<file path="src/rtl/fifo_arb_pkg.sv">
// Shared types and width helpers for the FIFO write-port arbiter.
package fifo_arb_pkg;

    typedef enum logic [0:0] {
        IDLE = 1'b0,
        HOLD = 1'b1
    } arb_state_e;

    function automatic int id_width(input int nreq);
        return (nreq > 1) ? $clog2(nreq) : 1;
    endfunction

    function automatic int burst_width(input int burst_max);
        return $clog2(burst_max + 1);
    endfunction

endpackage

</file>
<file path="src/rtl/fifo_wput_arbiter_if.sv">
// Requester-side and FIFO-side signals of the write-port arbiter.
interface fifo_wput_arbiter_if #(
    parameter int DATA_SIZE = 8,
    parameter int NREQ      = 4
);
    import fifo_arb_pkg::*;

    localparam int ID_W = id_width(NREQ);

    logic [NREQ-1:0]           req;
    logic [NREQ*DATA_SIZE-1:0] req_data;
    logic [NREQ-1:0]           req_ack;
    logic [DATA_SIZE-1:0]      wdata;
    logic                      wput;
    logic                      wrdy;
    logic [ID_W-1:0]           grant_id;
    logic                      busy;

    // Environment side: requesters plus the FIFO's ready flag.
    modport master (
        output req, req_data, wrdy,
        input  req_ack, wdata, wput, grant_id, busy
    );

    // Arbiter side.
    modport slave (
        input  req, req_data, wrdy,
        output req_ack, wdata, wput, grant_id, busy
    );

endinterface

</file>
<file path="src/rtl/fifo_rr_pick.sv">
// Round-robin picker: first set request after last_id, last_id itself examined last.
module fifo_rr_pick
    import fifo_arb_pkg::*;
#(
    parameter int NREQ = 4,
    parameter int ID_W = id_width(NREQ)
) (
    input  logic [NREQ-1:0] req_i,
    input  logic [ID_W-1:0] last_id_i,
    output logic [ID_W-1:0] winner_o,
    output logic            found_o
);

    int idx;

    // NOTE: every combinational output gets a default first so no latch is inferred.
    always_comb begin
        found_o  = 1'b0;
        winner_o = '0;
        idx      = 0;
        for (int k = 1; k <= NREQ; k++) begin
            idx = int'(last_id_i) + k;
            if (idx >= NREQ) idx = idx - NREQ;
            if (!found_o && req_i[idx[ID_W-1:0]]) begin
                found_o  = 1'b1;
                winner_o = idx[ID_W-1:0];
            end
        end
    end

endmodule

</file>
<file path="src/rtl/fifo_wput_arbiter.sv">
// Round-robin, burst-limited scheduler sharing one FIFO write port among NREQ requesters.
module fifo_wput_arbiter
    import fifo_arb_pkg::*;
#(
    parameter int DATA_SIZE = 8,
    parameter int NREQ      = 4,
    parameter int BURST_MAX = 4
) (
    input  logic              clk,
    input  logic              rst,
    fifo_wput_arbiter_if.slave bus
);

    localparam int ID_W = id_width(NREQ);
    localparam int BW   = burst_width(BURST_MAX);

    localparam logic [0:0] ST_IDLE = 1'(IDLE);
    localparam logic [0:0] ST_HOLD = 1'(HOLD);

    logic [0:0]           state_q;
    logic [ID_W-1:0]      last_id_q;
    logic [BW-1:0]        burst_q;
    logic                 wput_q;
    logic                 busy_q;
    logic [NREQ-1:0]      ack_q;
    logic [DATA_SIZE-1:0] wdata_q;
    logic [ID_W-1:0]      grant_q;

    logic [ID_W-1:0]      rr_id;
    logic                 rr_found;
    logic                 cont;
    logic                 grant;
    logic [ID_W-1:0]      win_id;
    logic [BW-1:0]        burst_d;
    logic [DATA_SIZE-1:0] wdata_d;
    logic [NREQ-1:0]      ack_d;

    fifo_rr_pick #(
        .NREQ (NREQ),
        .ID_W (ID_W)
    ) u_pick (
        .req_i     (bus.req),
        .last_id_i (last_id_q),
        .winner_o  (rr_id),
        .found_o   (rr_found)
    );

    // A non-zero burst count means the previous grant went to last_id with no idle gap.
    always_comb begin
        cont  = bus.req[last_id_q] && (burst_q != '0) && (burst_q < BW'(BURST_MAX));
        grant = (state_q == ST_IDLE) && bus.wrdy && rr_found;
        win_id = cont ? last_id_q : rr_id;
        if (cont)
            burst_d = burst_q + 1'b1;
        else if ((rr_id == last_id_q) && (burst_q != '0))
            burst_d = burst_q;
        else
            burst_d = BW'(1);
        wdata_d = '0;
        ack_d   = '0;
        for (int i = 0; i < NREQ; i++) begin
            if (win_id == ID_W'(i)) begin
                wdata_d  = bus.req_data[i*DATA_SIZE +: DATA_SIZE];
                ack_d[i] = grant;
            end
        end
    end

    // NOTE: sequential state uses non-blocking assignments so all registers update together.
    always_ff @(posedge clk) begin
        if (rst) begin
            state_q   <= ST_IDLE;
            last_id_q <= ID_W'(NREQ - 1);
            burst_q   <= '0;
            wput_q    <= 1'b0;
            busy_q    <= 1'b0;
            ack_q     <= '0;
            wdata_q   <= '0;
            grant_q   <= '0;
        end else begin
            wput_q <= grant;
            ack_q  <= ack_d;
            busy_q <= (state_q == ST_HOLD);
            if (grant) begin
                wdata_q   <= wdata_d;
                grant_q   <= win_id;
                last_id_q <= win_id;
            end
            if (state_q == ST_IDLE)
                burst_q <= grant ? burst_d : '0;
            // HOLD always lasts one cycle, covering the FIFO's wrdy update after a put.
            state_q <= grant ? ST_HOLD : ST_IDLE;
        end
    end

    assign bus.wput     = wput_q;
    assign bus.req_ack  = ack_q;
    assign bus.wdata    = wdata_q;
    assign bus.grant_id = grant_q;
    assign bus.busy     = busy_q;

endmodule

</file>
<file path="src/flat_wrapper.sv">
// flat-port wrapper written by rule: the top's interface ports become plain ports
module fifo_wput_arbiter_flat import fifo_arb_pkg::*;
#(
    parameter int DATA_SIZE = 8,
    parameter int NREQ      = 4,
    parameter int BURST_MAX = 4
)
  (clk, rst, bus_req, bus_req_data, bus_wrdy, bus_req_ack, bus_wdata, bus_wput, bus_grant_id, bus_busy);
  fifo_wput_arbiter_if #(.DATA_SIZE(DATA_SIZE), .NREQ(NREQ)) bus_i ();
  input  logic clk;
  input  logic rst;
  input wire logic [$bits(bus_i.req)-1:0] bus_req;
  input wire logic [$bits(bus_i.req_data)-1:0] bus_req_data;
  input wire logic [$bits(bus_i.wrdy)-1:0] bus_wrdy;
  output wire logic [$bits(bus_i.req_ack)-1:0] bus_req_ack;
  output wire logic [$bits(bus_i.wdata)-1:0] bus_wdata;
  output wire logic [$bits(bus_i.wput)-1:0] bus_wput;
  output wire logic [$bits(bus_i.grant_id)-1:0] bus_grant_id;
  output wire logic [$bits(bus_i.busy)-1:0] bus_busy;
  assign bus_i.req = bus_req;
  assign bus_i.req_data = bus_req_data;
  assign bus_i.wrdy = bus_wrdy;
  assign bus_req_ack = bus_i.req_ack;
  assign bus_wdata = bus_i.wdata;
  assign bus_wput = bus_i.wput;
  assign bus_grant_id = bus_i.grant_id;
  assign bus_busy = bus_i.busy;
  fifo_wput_arbiter #(.DATA_SIZE(DATA_SIZE), .NREQ(NREQ), .BURST_MAX(BURST_MAX)) u_core (.clk(clk), .rst(rst), .bus(bus_i));
endmodule
</file>
<file path="config.mk">
export PLATFORM = sky130hd
export DESIGN_NAME = fifo_wput_arbiter_flat
export DESIGN_NICKNAME = d
export VERILOG_FILES = /design/src/rtl/fifo_arb_pkg.sv /design/src/rtl/fifo_wput_arbiter_if.sv /design/src/rtl/fifo_rr_pick.sv /design/src/rtl/fifo_wput_arbiter.sv /design/src/flat_wrapper.sv
export SDC_FILE = /design/constraint.sdc
export NUM_CORES = 1
export LEC_CHECK = 0
export ABC_AREA = 1
export ABC_CLOCK_PERIOD_IN_PS = 5500
export CAP_MARGIN = 20
export CORE_ASPECT_RATIO = 1.25
export CORE_UTILIZATION = 49
export CTS_BUF_LIST = sky130_fd_sc_hd__clkbuf_4 sky130_fd_sc_hd__clkbuf_8
export DETAILED_ROUTE_END_ITERATION = 12
export PLACE_DENSITY = 0.86
export RECOVER_POWER = 25
export SLEW_MARGIN = 15
export SYNTH_ARGS = -nofsm -noshare
export SYNTH_HDL_FRONTEND = slang
export SYNTH_SLANG_ARGS = --single-unit
</file>
<file path="constraint.sdc">
create_clock -name clk -period 5.5 [get_ports clk]
set_input_delay 0.55 -clock clk [delete_from_list [all_inputs] [get_ports clk]]
set_output_delay 0.55 -clock clk [all_outputs]
set_load 0.05 [all_outputs]
</file>
==> flow_summary.ini, run 1 <==
[run_status]
status = completed

[critical_path]
critPathKind = register to register
max_stage_delay_ns = 0.64
cp_max_fo = 19
path_buf_inv = 3
critPathRequiredTime_ns = 5.69
cp-start-kind = register
crit_slowest_cell = dfxtp_1
crit_top_cell = nand2_1
r2r_slack_ns = 2.82
worstPathArrival_ns = 2.87
crit_chain = inv_1, nand2_1, nand2_1, nand2_1, nand2_2, nor2_4, nand3b_1, nand3_1, nand2_4, inv_2, nand2_2, o21ai_1, inv_1, nand2_1, a21oi_1
end_kind = register
cp_top_family = simple AND/OR/NAND/NOR gates

[timing]
finalHoldViolCount = 0
tightest_slew_ns = 0.517
relSlewSlack_pct = 65.4
slew_violations = 0
finalCriticalPeriod_ns = 2.68
rsz0062_at_grt = false
finalSetupViolCount = 0
final.setup.tns_ns = 0
period_share_pct = 48.8
fmax_mhz = 373
holdWs_ns = 0.473
fin_skew_ns = 0.00760

[drt]
vias_per_cell = 5.41
first_iter_violations = 54
wire_per_inst_um = 12.4
drc_errors = 0
drt_wl_total_um = 3640
ant_nets = 0
dr.pass1.iters = 6
vias = 1591

[layout]
drive_above_1_share_pct = 9.62
nets = 302
fill_cells = 232
final_common_cell = nand2_1
area_growth_pct = 38.6
num_antenna_cells = 0
final_cell_mix = nand2_1, clkdlybuf4s50_1, nand3_1

[synth]
postSynthAreaPerCell_um2 = 6.80
synth_fp_nets = 251
syn-instance-count = 210
synth_seq_cells = 21
syn_area_mm2 = 0.00143
ys_seq_area_share_pct = 29.4
synthDistinctLibCells = 30
yosys_warnings = 0

[floorplan]
std_cell_rows = 21
ioPinCount = 55
die-width_um = 50.3
coreArea_mm2 = 0.00273
die-area_mm2 = 0.00314
start_util_pct = 52.3
die-height_um = 62.4

[grt]
grt-ovfl-total = 0
track_usage_pct = 25.6
grtUsageMet2_pct = 45.2
grt_pass1_wl_um = 6400
use_met1_pct = 30.4
antenna_found_initial = 0
grt_use_met3_pct = 5.84
grt_pass1_vias = 1541
grt_max_degree = 22
globalRoute.busiestLayer = met2

[pwr]
p_per_area_mw_per_mm2 = 374
p_leak_nw = 0.876
ir_worst_vdd_mv = 0.210

[min_path]
hold_class = register to register

[cts]
hold_buffers = 0
cts_resized = 0
insertion_delay_ns = 0.31
path_clk_slew_ns = 0.13
cts_inserted_buffers = 3
cts.root.buffer_cell = clkbuf_4
htreeDepth = 1
cts_sinks = 21
tritoncts = built
clockBufferDepth = 2
cts_setup_buffers = 0

[place]
io_buffers = 54
place_congestion = 0.823
hpwl_um = 2830

[run]
cap_violations = 0
==> routing by layer <==
layer / wire length [um] / vias to the layer above
met1: 1560 / 733
met2: 1850 / 56
li1: - / 800
met3: 209 / 2
met4: 15 / 0
met5: 0 / -
==> state kept, by name, indices dropped and copies added, names as in the netlist <==
name	cells
u_core.last_id_q	2
u_core.burst_q	3
u_core.bus.busy	1
u_core.bus.wput	1
u_core.bus.req_ack	4
u_core.bus.grant_id	2
u_core.bus.wdata	8
==> tightest hold or removal path: cells and delay by family, from the launching register on <==
kind / cells / cell delay, ns
flip-flops: 1 / 0.33
AND/OR/NAND/NOR: 1 / 0.06
AO/OA/AOI/OAI: 1 / 0.05
==> path summary, 6_finish.rpt <==
| path | startpoint | end | depth (start not counted) |
|---|---|---|---|
| setup / recovery | u_core.last_id_q[0]$_SDFFE_PP1P_ | u_core.bus.wdata[3]$_SDFFE_PP0P_ | 15 |
| hold / removal | u_core.burst_q[2]$_SDFFE_PP0P_ | u_core.burst_q[2]$_SDFFE_PP0P_ | 2 |
| setup reg to reg | u_core.last_id_q[0]$_SDFFE_PP1P_ | u_core.bus.wdata[3]$_SDFFE_PP0P_ | 15 |
| hold reg to reg | u_core.burst_q[2]$_SDFFE_PP0P_ | u_core.burst_q[2]$_SDFFE_PP0P_ | 2 |
==> metrics by stage <==
step	instances	area, um2	power (mW)	worst slack [ns]	util, %
2_1_floorplan	210	1430	0.561	3.62	-
3_3_place_gp	290	1950	0.662	2.83	71.5
3_5_place_dp	290	1950	0.667	2.78	71.5
4_1_cts	294	1980	0.744	3.00	72.5
5_1_grt	294	1980	0.795	2.59	72.5
6_report	294	1980	0.740	2.82	72.5
==> area by class of cell <==
cell class / count / area [um2] / area share, %
clock buffers: 3 / 22.5 / 1.14
inverters: 27 / 101 / 5.12
repair buffers: 54 / 541 / 27.3
flip-flops and latches: 21 / 420 / 21.2
clock inverters: 1 / 5.00 / 0.253
multi-input cells: 154 / 848 / 42.8
well taps: 34 / 42.5 / 2.15
==> cells by family after synthesis <==
family	share of synthesized area [%]
AOI/OAI and AO/OA	12.5
adders and majority gates	1.75
buffers and inverters	11.2
DFF	29.4
and+or+nand+nor	45.1
==> report_power, final <==
part / internal (mW) / switching [mW]
clock: 0.0272 / 0.0496
sequential: 0.179 / 0.0209
combinational: 0.153 / 0.311
total: 0.359 / 0.382
==> synth_stat cells, drive strengths merged <==
master  count  area (um2)
nand2      72         317
nand3      33         200
inv        26        97.6
dfxtp      21         420
o21ai      11        58.8
a21oi       9        45.0
nand4       9        71.3
buf         7        55.1
a41oi       5        43.8
nor2        5        33.8
nor3        3        15.0
ha          2        25.0
o211ai      2        15.0
a21boi      1        7.51
clkbuf      1        3.75
clkinv      1        3.75
nand3b      1        7.51
o221ai      1        8.76
(Power assumes the default switching activity.)
==> inputs of run 2 (changes only) <==
Settings changed: ABC_CLOCK_PERIOD_IN_PS 5500 to 2550, CORE_UTILIZATION 49 to 45, PLACE_DENSITY 0.86 to 0.8.
Clock period 5.5 ns to 2.55 ns, I/O delays scaled along.
==> flow_summary.ini, run 2 (synthesis results as in run 1) <==
[critical_path]
critPathRequiredTime_ns = 2.73
cp-start-kind = register
reg2regPathDepth = 15
cp_max_fo = 19
crit_slowest_cell = dfxtp_1
max_stage_delay_ns = 0.48
end_kind = register
reg2reg_from = u_core.last_id_q[1]$_SDFFE_PP1P_
critPathKind = register to register
r2r_end = u_core.bus.wdata[3]$_SDFFE_PP0P_
r2r_slack_ns = 0.35
crit_chain = inv_2, nand2_1, nand2_1, nand2_2, nand2_2, nor2_4, nand3b_1, nand3_1, nand2_4, inv_2, nand2_2, o21ai_1, inv_1, nand2_1, a21oi_1
worstPathArrival_ns = 2.39

[grt]
track_usage_pct = 24.1
grt_max_degree = 20
grt_pass1_vias = 1514
grt-ovfl-total = 0
grt_pass1_wl_um = 6240
antenna_found_initial = 0

[min_path]
hold_start = u_core.bus.wdata[4]$_SDFFE_PP0P_
min_to = u_core.bus.wdata[4]$_SDFFE_PP0P_
hold_depth = 2
hold_class = register to register

[drt]
wire_per_inst_um = 12.1
dr.pass1.iters = 4
first_iter_violations = 33
vias = 1540
drt_wl_total_um = 3630
ant_nets = 0
vias_per_cell = 5.15
drc_errors = 0

[floorplan]
coreArea_mm2 = 0.00297
start_util_pct = 48.1
die-height_um = 65
ioPinCount = 55
die-width_um = 52.4
die-area_mm2 = 0.00341
std_cell_rows = 22

[run_status]
status = completed

[cts]
cts_resized = 0
tritoncts = built
cts_inserted_buffers = 3
htreeDepth = 1
insertion_delay_ns = 0.30
hold_buffers = 0
cts.root.buffer_cell = clkbuf_4
cts_sinks = 21
clockBufferDepth = 2
path_clk_slew_ns = 0.11
cts_setup_buffers = 0

[pwr]
sequentialPowerShare_pct = 26.0
p_leak_nw = 0.882
combinationalPowerShare_pct = 64.0
post-layout-total-power_mw = 1.59
ir_worst_vdd_mv = 0.473
p_sw_share_pct = 51.0
clockPowerShare_pct = 10.0
p_switching_uw = 813
p_per_area_mw_per_mm2 = 798
p_int_uw = 781

[layout]
num_antenna_cells = 0
area_growth_pct = 39.8
drive_above_1_share_pct = 10.3
nets = 305
largest_reg_flops = 8
final_cell_mix = nand2_1, clkdlybuf4s50_1, nand3_1
final_common_cell = nand2_1
fill_cells = 276
design_area_mm2 = 0.00200

[timing]
finalSetupViolCount = 0
final.setup.tns_ns = 0
relSlewSlack_pct = 65.8
fin_skew_ns = 0.00103
rsz0062_at_grt = false
finalCriticalPeriod_ns = 2.20
period_share_pct = 86.4
finalHoldViolCount = 0
tightest_slew_ns = 0.511
slew_violations = 0
fmax_mhz = 454

[run]
cap_violations = 0

[place]
io_buffers = 54
placed_cell_area_mm2 = 0.00198
hpwl_um = 2840
place_congestion = 0.810
## run 2: cell type report
type | count | area, um2 | area share [%]
repair buffers | 57 | 559 | 28.0
inverters | 27 | 101 | 5.08
well taps | 36 | 45.0 | 2.26
flip-flops and latches | 21 | 420 | 21.1
clock inverters | 1 | 5.00 | 0.251
clock buffers | 3 | 22.5 | 1.13
multi-input cells | 154 | 843 | 42.2
## run 2: worst max-delay path by stage
stage / startpoint / end / slack (ns) / cells past startpoint
detailed placement: bus_req[3] / u_core.bus.wdata[0]$_SDFFE_PP0P_ / 0.24 / 15
floorplan: u_core.last_id_q[0]$_SDFFE_PP1P_ / u_core.bus.wdata[0]$_SDFFE_PP0P_ / 0.77 / 16
finish: u_core.last_id_q[1]$_SDFFE_PP1P_ / u_core.bus.wdata[3]$_SDFFE_PP0P_ / 0.35 / 15
CTS: u_core.last_id_q[1]$_SDFFE_PP1P_ / u_core.bus.wdata[3]$_SDFFE_PP0P_ / 0.39 / 15
global placement: bus_req[3] / u_core.bus.wdata[0]$_SDFFE_PP0P_ / 0.29 / 14
global route: u_core.last_id_q[1]$_SDFFE_PP1P_ / u_core.bus.wdata[0]$_SDFFE_PP0P_ / 0.11 / 15
## run 2: layer usage
| metal | vias to the layer above | routed length [um] | track usage (%) |
|---|---|---|---|
| met5 | - | 0 | 0 |
| met4 | 0 | 68 | 8.88 |
| met3 | 7 | 200 | 4.69 |
| met2 | 48 | 1750 | 39.7 |
| met1 | 676 | 1610 | 30.3 |
| li1 | 809 | - | - |
## run 2: worst max-delay path, delay by kind of cell (launching register included)
| family | cells | cell delay, ns |
|---|---|---|
| AOI/OAI and AO/OA | 2 | 0.19 |
| DFF | 1 | 0.48 |
| and+or+nand+nor | 10 | 1.07 |
| buffers and inverters | 3 | 0.36 |
## run 2: through the flow
stage / hold WS [ns] / cells / setup WS (ns) / util, %
3_3_place_gp: 0.453 / 295 / 0.289 / 66.5
6_report: 0.475 / 299 / 0.348 / 67.2
4_1_cts: 0.480 / 299 / 0.385 / 67.5
5_1_grt: 0.500 / 299 / 0.110 / 67.2
3_5_place_dp: 0.463 / 295 / 0.244 / 66.5
2_1_floorplan: 0.339 / 210 / 0.766 / -
## run 2: power by group through the flow
stage / clock network (mW) / registers [mW] / logic (mW)
2_1_floorplan: 0 / 0.585 / 0.626
3_3_place_gp: 0 / 0.424 / 1.01
3_5_place_dp: 0 / 0.422 / 1.03
4_1_cts: 0.166 / 0.416 / 1.03
5_1_grt: 0.181 / 0.422 / 1.13
6_report: 0.159 / 0.414 / 1.02
==> inputs of run 3 (changes only) <==
Settings changed: CORE_ASPECT_RATIO 1.25 to 1.75.
==> flow_summary.ini, run 3 (synthesis results as in run 1) <==
[cts]
tritoncts = built
cts.root.buffer_cell = clkbuf_8
hold_buffers = 0
clockBufferDepth = 2
cts_inserted_buffers = 3
cts_sinks = 21
path_clk_slew_ns = 0.08
cts_setup_buffers = 0
cts_resized = 0
htreeDepth = 1
insertion_delay_ns = 0.26

[grt]
globalRoute.busiestLayer = met2
grt_max_degree = 20
grtUsageMet2_pct = 45.6
grt-ovfl-total = 0
track_usage_pct = 23.2
antenna_found_initial = 0
grt_pass1_wl_um = 6140
grt_use_met3_pct = 1.66
use_met1_pct = 24.1
grt_pass1_vias = 1471

[layout]
nets = 304
num_antenna_cells = 0
final_common_cell = nand2_1
area_growth_pct = 41.7
drive_above_1_share_pct = 10.7
final_cell_mix = nand2_1, clkdlybuf4s50_1, nand3_1
largest_reg_flops = 8

[run]
cap_violations = 0

[timing]
fin_skew_ns = 0.00630
rsz0062_at_grt = false
holdWs_ns = 0.468
finalSetupViolCount = 0
finalCriticalPeriod_ns = 2.30
tightest_slew_ns = 0.513
slew_violations = 0
final.setup.tns_ns = 0
fmax_mhz = 434
relSlewSlack_pct = 65.7
period_share_pct = 90.4
finalHoldViolCount = 0

[drt]
first_iter_violations = 44
vias = 1586
wire_per_inst_um = 12.1
drt_wl_total_um = 3670
dr.pass1.iters = 4
vias_per_cell = 5.22
drc_errors = 0
ant_nets = 0

[min_path]
hold_class = register to register

[critical_path]
critPathRequiredTime_ns = 2.68
critPathKind = register to register
cp-start-kind = register
max_stage_delay_ns = 0.46
r2r_slack_ns = 0.25
crit_slowest_cell = dfxtp_1
end_kind = register
crit_chain = inv_2, nand2_1, nand2_1, nand2_1, nand2_2, nor2_4, nand3b_1, nand3_1, nand2_4, inv_2, nand2_2, o21ai_1, inv_1, nand2_1, a21oi_1
cp_max_fo = 19
worstPathArrival_ns = 2.44
crit_top_cell = nand2_1

[floorplan]
coreArea_mm2 = 0.00296
start_util_pct = 48.3
ioPinCount = 55
die-height_um = 76.5
std_cell_rows = 26
die-area_mm2 = 0.00341
die-width_um = 44.6

[place]
io_buffers = 54
place_congestion = 0.849
hpwl_um = 2900

[run_status]
status = completed

[pwr]
p_per_area_mw_per_mm2 = 819
ir_worst_vdd_mv = 0.453
p_leak_nw = 0.893
-- run 3: path summary, 6_finish.rpt --
path                                    start                          endpoint  depth (start not counted)
max          u_core.last_id_q[0]$_SDFFE_PP1P_  u_core.bus.wdata[4]$_SDFFE_PP0P_                         15
min            u_core.burst_q[2]$_SDFFE_PP0P_    u_core.burst_q[2]$_SDFFE_PP0P_                          2
min reg2reg    u_core.burst_q[2]$_SDFFE_PP0P_    u_core.burst_q[2]$_SDFFE_PP0P_                          2
max reg2reg  u_core.last_id_q[0]$_SDFFE_PP1P_  u_core.bus.wdata[4]$_SDFFE_PP0P_                         15
-- run 3: worst max-delay path, delay by kind of cell, from the launching register on --
| kind | cells | cell delay (ns) |
|---|---|---|
| AOI/OAI and AO/OA | 2 | 0.21 |
| buffers and inverters | 3 | 0.40 |
| DFF | 1 | 0.46 |
| and+or+nand+nor | 10 | 1.11 |
-- run 3: metrics by stage --
step / setup WS [ns] / total power, mW / cell area (um2) / utilization, % / cells
2_1_floorplan: 0.766 / 1.21 / 1430 / - / 210
3_3_place_gp: 0.245 / 1.44 / 1980 / 66.8 / 300
3_5_place_dp: 0.155 / 1.45 / 1980 / 66.8 / 300
4_1_cts: 0.259 / 1.67 / 2020 / 68.4 / 304
5_1_grt: 0.0704 / 1.77 / 2020 / 68.4 / 304
6_report: 0.245 / 1.66 / 2020 / 68.4 / 304
-- run 3: cell type report --
| class | instances | area (um2) |
|---|---|---|
| Clock buffer | 3 | 41.3 |
| Clock inverter | 1 | 5.00 |
| Fill cell | 266 | 936 |
| Inverter | 27 | 101 |
| Multi-Input combinational cell | 154 | 848 |
| Sequential cell | 21 | 420 |
| Tap cell | 42 | 52.6 |
| Timing Repair Buffer | 56 | 556 |
-- run 3: metal layers --
layer  share of wire, %  wire length (um)
met1                 38              1400
met2                 58              2120
met3                3.2               118
met4               0.98                36
met5                  0                 0
-- run 3: report_power, final --
| part | switching, mW | total, mW | internal (mW) |
|---|---|---|---|
| logic | 0.678 | 1.01 | 0.335 |
| clock network | 0.113 | 0.222 | 0.109 |
| registers | 0.0383 | 0.424 | 0.385 |
==> RTL edit 1, RTL diff (flow settings as in run 2) <==
Make the reset (`rst`) asynchronous in one clocked block.
--- a/src/rtl/fifo_wput_arbiter.sv
+++ b/src/rtl/fifo_wput_arbiter.sv
@@ -69,3 +69,3 @@
     // NOTE: sequential state uses non-blocking assignments so all registers update together.
-    always_ff @(posedge clk) begin
+    always_ff @(posedge clk or posedge rst) begin
         if (rst) begin
Check against the original RTL: differs if rst is asserted again (counterexample within 4 cycles, from zero or initial values and one cycle with rst high); with rst held inactive, the same outputs for 10 cycles.
==> RTL edit 1 against run 2 <==
Wire length decreased by 2.8%; count of clock-buffer cells in the layout stayed put; synthesized area rose by 8.8%; setup slack got worse by 84 ps; hold slack worse by 67 ps; final area rose by 6.6%; sequential cell count unchanged.
Power is not compared: it rests on default switching activity, and its combinational part moved more than twofold at a synthesized area within 25%.
==> RTL edit 1: results (changes against run 2) <==
| Metric | Value |
|---|---|
| Met2 WL | 1.70 mm (was 1.75 mm) |
| Critical Path AT | 2440 ps (was 2390 ps) |
| Via-to-Cell Ratio | 4.85 (was 5.15) |
| Diode count | 0 (unchanged) |
| Clock root cell | clkbuf_8 (was clkbuf_4) |
| Nets | 315 (was 305) |
| Slowest CP cell | dfstp_2 (was dfxtp_1) |
| Grt met1 use | 27.9% (was 30.3%) |
| Post-synthesis compound-gate area fraction | 8.21% (was 12.5%) |
| Slew margin rel. | 45.7% (was 65.8%) |
| DP HPWL | 2.80 mm (was 2.84 mm) |
| H-tree depth | 1 (unchanged) |
| Worst Skew | 4.93 ps (was 1.03 ps) |
| Dpl ws | 227 ps (was 244 ps) |
| Library cells used by synthesis | 26 (was 30) |
| # DRC | 0 (unchanged) |
| Clock transition at path regs | 70 ps (was 110 ps) |
| Worst skew pair latency | 260 ps (was 300 ps) |
| Met2 Usage GRT | 37.0% (was 39.7%) |
| Gate power share | 74.2% |
| Total track usage | 22.5% (was 24.1%) |
| First-pass GRT wire length | 6.11 mm (was 6.24 mm) |
| Cell area after layout | 2130 µm² (was 2000 µm²) |
| Mapped Nets | 261 (was 251) |
| Top post-synthesis cells by count | nand2_1 (88), dfrtp_1 (19), nand3_1 (17), nor2_1 (17), inv_1 (15) (was nand2_1 (63), nand3_1 (29), dfxtp_1 (21), inv_1 (21), a21oi_1 (9)) |
| Met3 routed WL | 210 µm (was 200 µm) |
| Status | finished, final reports clean (unchanged) |
| Post-Synthesis Cells | 220 (was 210) |
| Adder-cell area share of the yosys netlist | 1.61% (was 1.75%) |
| Vias | 1,504 (was 1,540) |
| CP peak stage delay | 590 ps (was 480 ps) |
| Placed cell areas | 2080 µm² (was 1980 µm²) |
| GPL Wtd Cong | 0.854 (was 0.810) |
| WL/cell | 11.4 µm (was 12.1 µm) |
| Post-synthesis sequential area ratio | 34.0% (was 29.4%) |
| Largest cells by area after synthesis | dfrtp_1 (31%), nand2_1 (21%), nand3_1 (5.5%), nand2_2 (4.4%), nor2_1 (4.1%) (was dfxtp_1 (29%), nand2_1 (17%), nand3_1 (10%), inv_1 (5.5%), nand4_1 (3.5%)) |
| Initial DRC Count | 26 (was 33) |
| Worst-path fanout max | 12 (was 19) |
| Layout cells sized above 1 | 16.1% (was 10.3%) |
| Largest net degree at the start of global routing | 22 (was 20) |
| Fillers | 292 (was 276) |
RTL edit 1: final cells by class:
cell class                      instances  share of cell area (%)
Sequential cell                        21                    24.8
Tap cell                               37                    2.17
Multi-Input combinational cell        171                    40.8
Clock buffer                            3                    1.94
Inverter                               21                    3.94
Clock inverter                          1                   0.235
Timing Repair Buffer                   56                    26.1
RTL edit 1: worst paths after layout:
kind	start	endpoint	depth (start not counted)	slack [ps]
worst max-delay path	u_core.last_id_q[0]$_DFFE_PP1P_	u_core.bus.wdata[7]$_DFFE_PP0P_	14	260
worst min-delay path	u_core.state_q$_DFF_PP0_	u_core.bus.busy$_DFF_PP0_	0	410
worst max register to register	u_core.last_id_q[0]$_DFFE_PP1P_	u_core.bus.wdata[7]$_DFFE_PP0P_	14	260
worst min register to register	u_core.state_q$_DFF_PP0_	u_core.bus.busy$_DFF_PP0_	0	410
max in group asynchronous	rst	u_core.bus.wdata[4]$_DFFE_PP0P_	2	1460
min in group asynchronous	rst	u_core.burst_q[1]$_DFFE_PP0P_	2	580
==> RTL edit 2, RTL diff (config.mk and constraints of run 2) <==
Without the edit above. `DATA_SIZE` is set to 8 in 3 places; all go to 16.
--- a/src/rtl/fifo_wput_arbiter_if.sv
+++ b/src/rtl/fifo_wput_arbiter_if.sv
@@ -2,3 +2,3 @@
 interface fifo_wput_arbiter_if #(
-    parameter int DATA_SIZE = 8,
+    parameter int DATA_SIZE = 16,
     parameter int NREQ      = 4
--- a/src/rtl/fifo_wput_arbiter.sv
+++ b/src/rtl/fifo_wput_arbiter.sv
@@ -4,3 +4,3 @@
 #(
-    parameter int DATA_SIZE = 8,
+    parameter int DATA_SIZE = 16,
     parameter int NREQ      = 4,
--- a/src/flat_wrapper.sv
+++ b/src/flat_wrapper.sv
@@ -3,3 +3,3 @@
 #(
-    parameter int DATA_SIZE = 8,
+    parameter int DATA_SIZE = 16,
     parameter int NREQ      = 4,
Ports: changed (resized bus_req_data and bus_wdata); port bits go from 55 to 95. The function was not compared with the original's and may differ.
==> RTL edit 2 against run 2 <==
Wire length grew 63%; sequential cell count grew 8; non-clock buffer count is 45 higher; sequential share of layout area shrank 2.7 points; largest power group unchanged; final area increased by 58%; setup slack got worse by 50 ps; clock skew rose by 3.6 ps; die area up 47%; power increased by 67%; fmax decreased by 2.2%; highest routed layer unchanged; clock power grew to 2.7 times the old value; synthesized area up 49%.
==> RTL edit 2: results (changes against run 2) <==
| Metric | Value |
|---|---|
| Clock root cell | clkbuf_8 (was clkbuf_4) |
| Via-to-Cell Ratio | 5.25 (was 5.15) |
| Synth Warn # | 0 (unchanged) |
| H-tree depth | 2 (was 1) |
| Dpl ws | 143 ps (was 244 ps) |
| Nets | 459 (was 305) |
| Diode count | 0 (unchanged) |
| Port Buffer Count | 94 (was 54) |
| Vias in the first global route | 2,201 (was 1,514) |
| Post-CTS setup buffer count | 0 (unchanged) |
| First-pass DRT Iterations | 4 (unchanged) |
| GPL Wtd Cong | 0.877 (was 0.810) |
| Met2 Usage GRT | 45.9% (was 39.7%) |
| Gate power share | 62.1% (was 64.0%) |
| Post-synthesis sequential area ratio | 27.3% (was 29.4%) |
| Placed cells | 437 (was 295) |
| DP HPWL | 4.48 mm (was 2.84 mm) |
| Max IR drop VDD | 0.000470 V (was 0.000473 V) |
| First-pass GRT wire length | 9.89 mm (was 6.24 mm) |
| Worst skew pair latency | ~290 ps |
| Critical Path AT | 2390 ps (about the same) |
| Largest cells by area after synthesis | dfxtp_1 (27%), nand2_1 (14%), nand3_1 (10%), a41oi_2 (5.3%), inv_1 (4.9%) (was dfxtp_1 (29%), nand2_1 (17%), nand3_1 (10%), inv_1 (5.5%), nand4_1 (3.5%)) |
| Initial DRC Count | 82 (was 33) |
| Power density over the cells | 844 nW/µm² (was 798 nW/µm²) |
| Mapped Nets | 367 (was 251) |
| Grt met1 use | 27.5% (was 30.3%) |
| Max reg flops | 16 (was 8) |
| Layout cells sized above 1 | 14.2% (was 10.3%) |
| Worst-path fanout max | 17 (was 19) |
| Clock transition at path regs | 60 ps (was 110 ps) |
| LEAKAGE | 1.34 nW (was 0.882 nW) |
| Hold Path Class | flip-flop to flip-flop (unchanged) |
| Status | finished, final reports clean (unchanged) |
| Clock buffer depth | 2 (unchanged) |
| Library cells used by synthesis | 35 (was 30) |
| Top Layer Used | met4 (unchanged) |
| DRT met1 WL | 2.37 mm (was 1.61 mm) |
| Initial antenna violation count | 0 (unchanged) |
| Placed cell areas | 3060 µm² (was 1980 µm²) |
| Switching share of power | 49.1% (was 51.0%) |
| Top post-synthesis cells by count | nand2_1 (79), nand3_1 (43), dfxtp_1 (29) (was nand2_1 (63), nand3_1 (29), dfxtp_1 (21), inv_1 (21), a21oi_1 (9)) |
| Async SR Flop Fraction | 0% (unchanged) |
| M3 GR Usage | 6.32% (was 4.69%) |
| Met3 routed WL | 349 µm (was 200 µm) |
| Vias | 2,338 (was 1,540) |
| WL/cell | 13.3 µm (was 12.1 µm) |
| Clock group share of total power | 15.9% (was 10.0%) |
| Total CTS buffers | 5 (was 3) |
| Largest net degree at the start of global routing | 26 (was 20) |
| Post-Synthesis Mean Instance Area | 7.24 µm² (was 6.80 µm²) |
| Worst-margin pin slew | 653 ps (was 511 ps) |
| Total track usage | 25.1% (was 24.1%) |
| Met2 WL | 3.09 mm (was 1.75 mm) |
| Worst Skew | 4.59 ps (was 1.03 ps) |
## RTL edit 2: cell type report
cell class / instances / area [µm²]
multi-input combinational: 215 / 1270
fill: 387 / 1300
clock inverter: 1 / 5.00
tap: 58 / 72.6
sequential: 29 / 582
inverter: 33 / 126
timing repair buffer: 102 / 1010
clock buffer: 7 / 96.3
## RTL edit 2: critical path, stage by stage, from the launching register on
cell and delay (ps):
dfxtp_1 440, inv_2 160, nand2_1 80, nand2_1 80, nand2_1 80, nand2_2 110
o21ai_4 180, nand4_4 200, nand2_8 200, nand2_2 180, o21ai_0 190, inv_1 50
nand2_1 70, a21oi_1 60
## RTL edit 2: repair_timing
action,in CTS,in global routing
hold endpoints to repair,0,0
setup endpoints to repair,0,3
gates resized for setup,0,1
## RTL edit 2: final timing paths
kind         slack (ps)                                 to                               from  cells after the start
min                 460  u_core.bus.wdata[12]$_SDFFE_PP0P_  u_core.bus.wdata[12]$_SDFFE_PP0P_                      2
max reg2reg         300   u_core.bus.wdata[5]$_SDFFE_PP0P_   u_core.last_id_q[1]$_SDFFE_PP1P_                     13
max                 300   u_core.bus.wdata[5]$_SDFFE_PP0P_   u_core.last_id_q[1]$_SDFFE_PP1P_                     13
min reg2reg         460  u_core.bus.wdata[12]$_SDFFE_PP0P_  u_core.bus.wdata[12]$_SDFFE_PP0P_                      2
## RTL edit 2: cell families after synthesis
| kind of cell | after synthesis | synth area share [%] |
|---|---|---|
| adder cells (fa/ha/maj) | 2 | 1.17 |
| buffers and inverters | 50 | 13.0 |
| AO/OA/AOI/OAI | 44 | 16.3 |
| flip-flops | 29 | 27.3 |
| AND/OR/NAND/NOR | 169 | 42.2 |
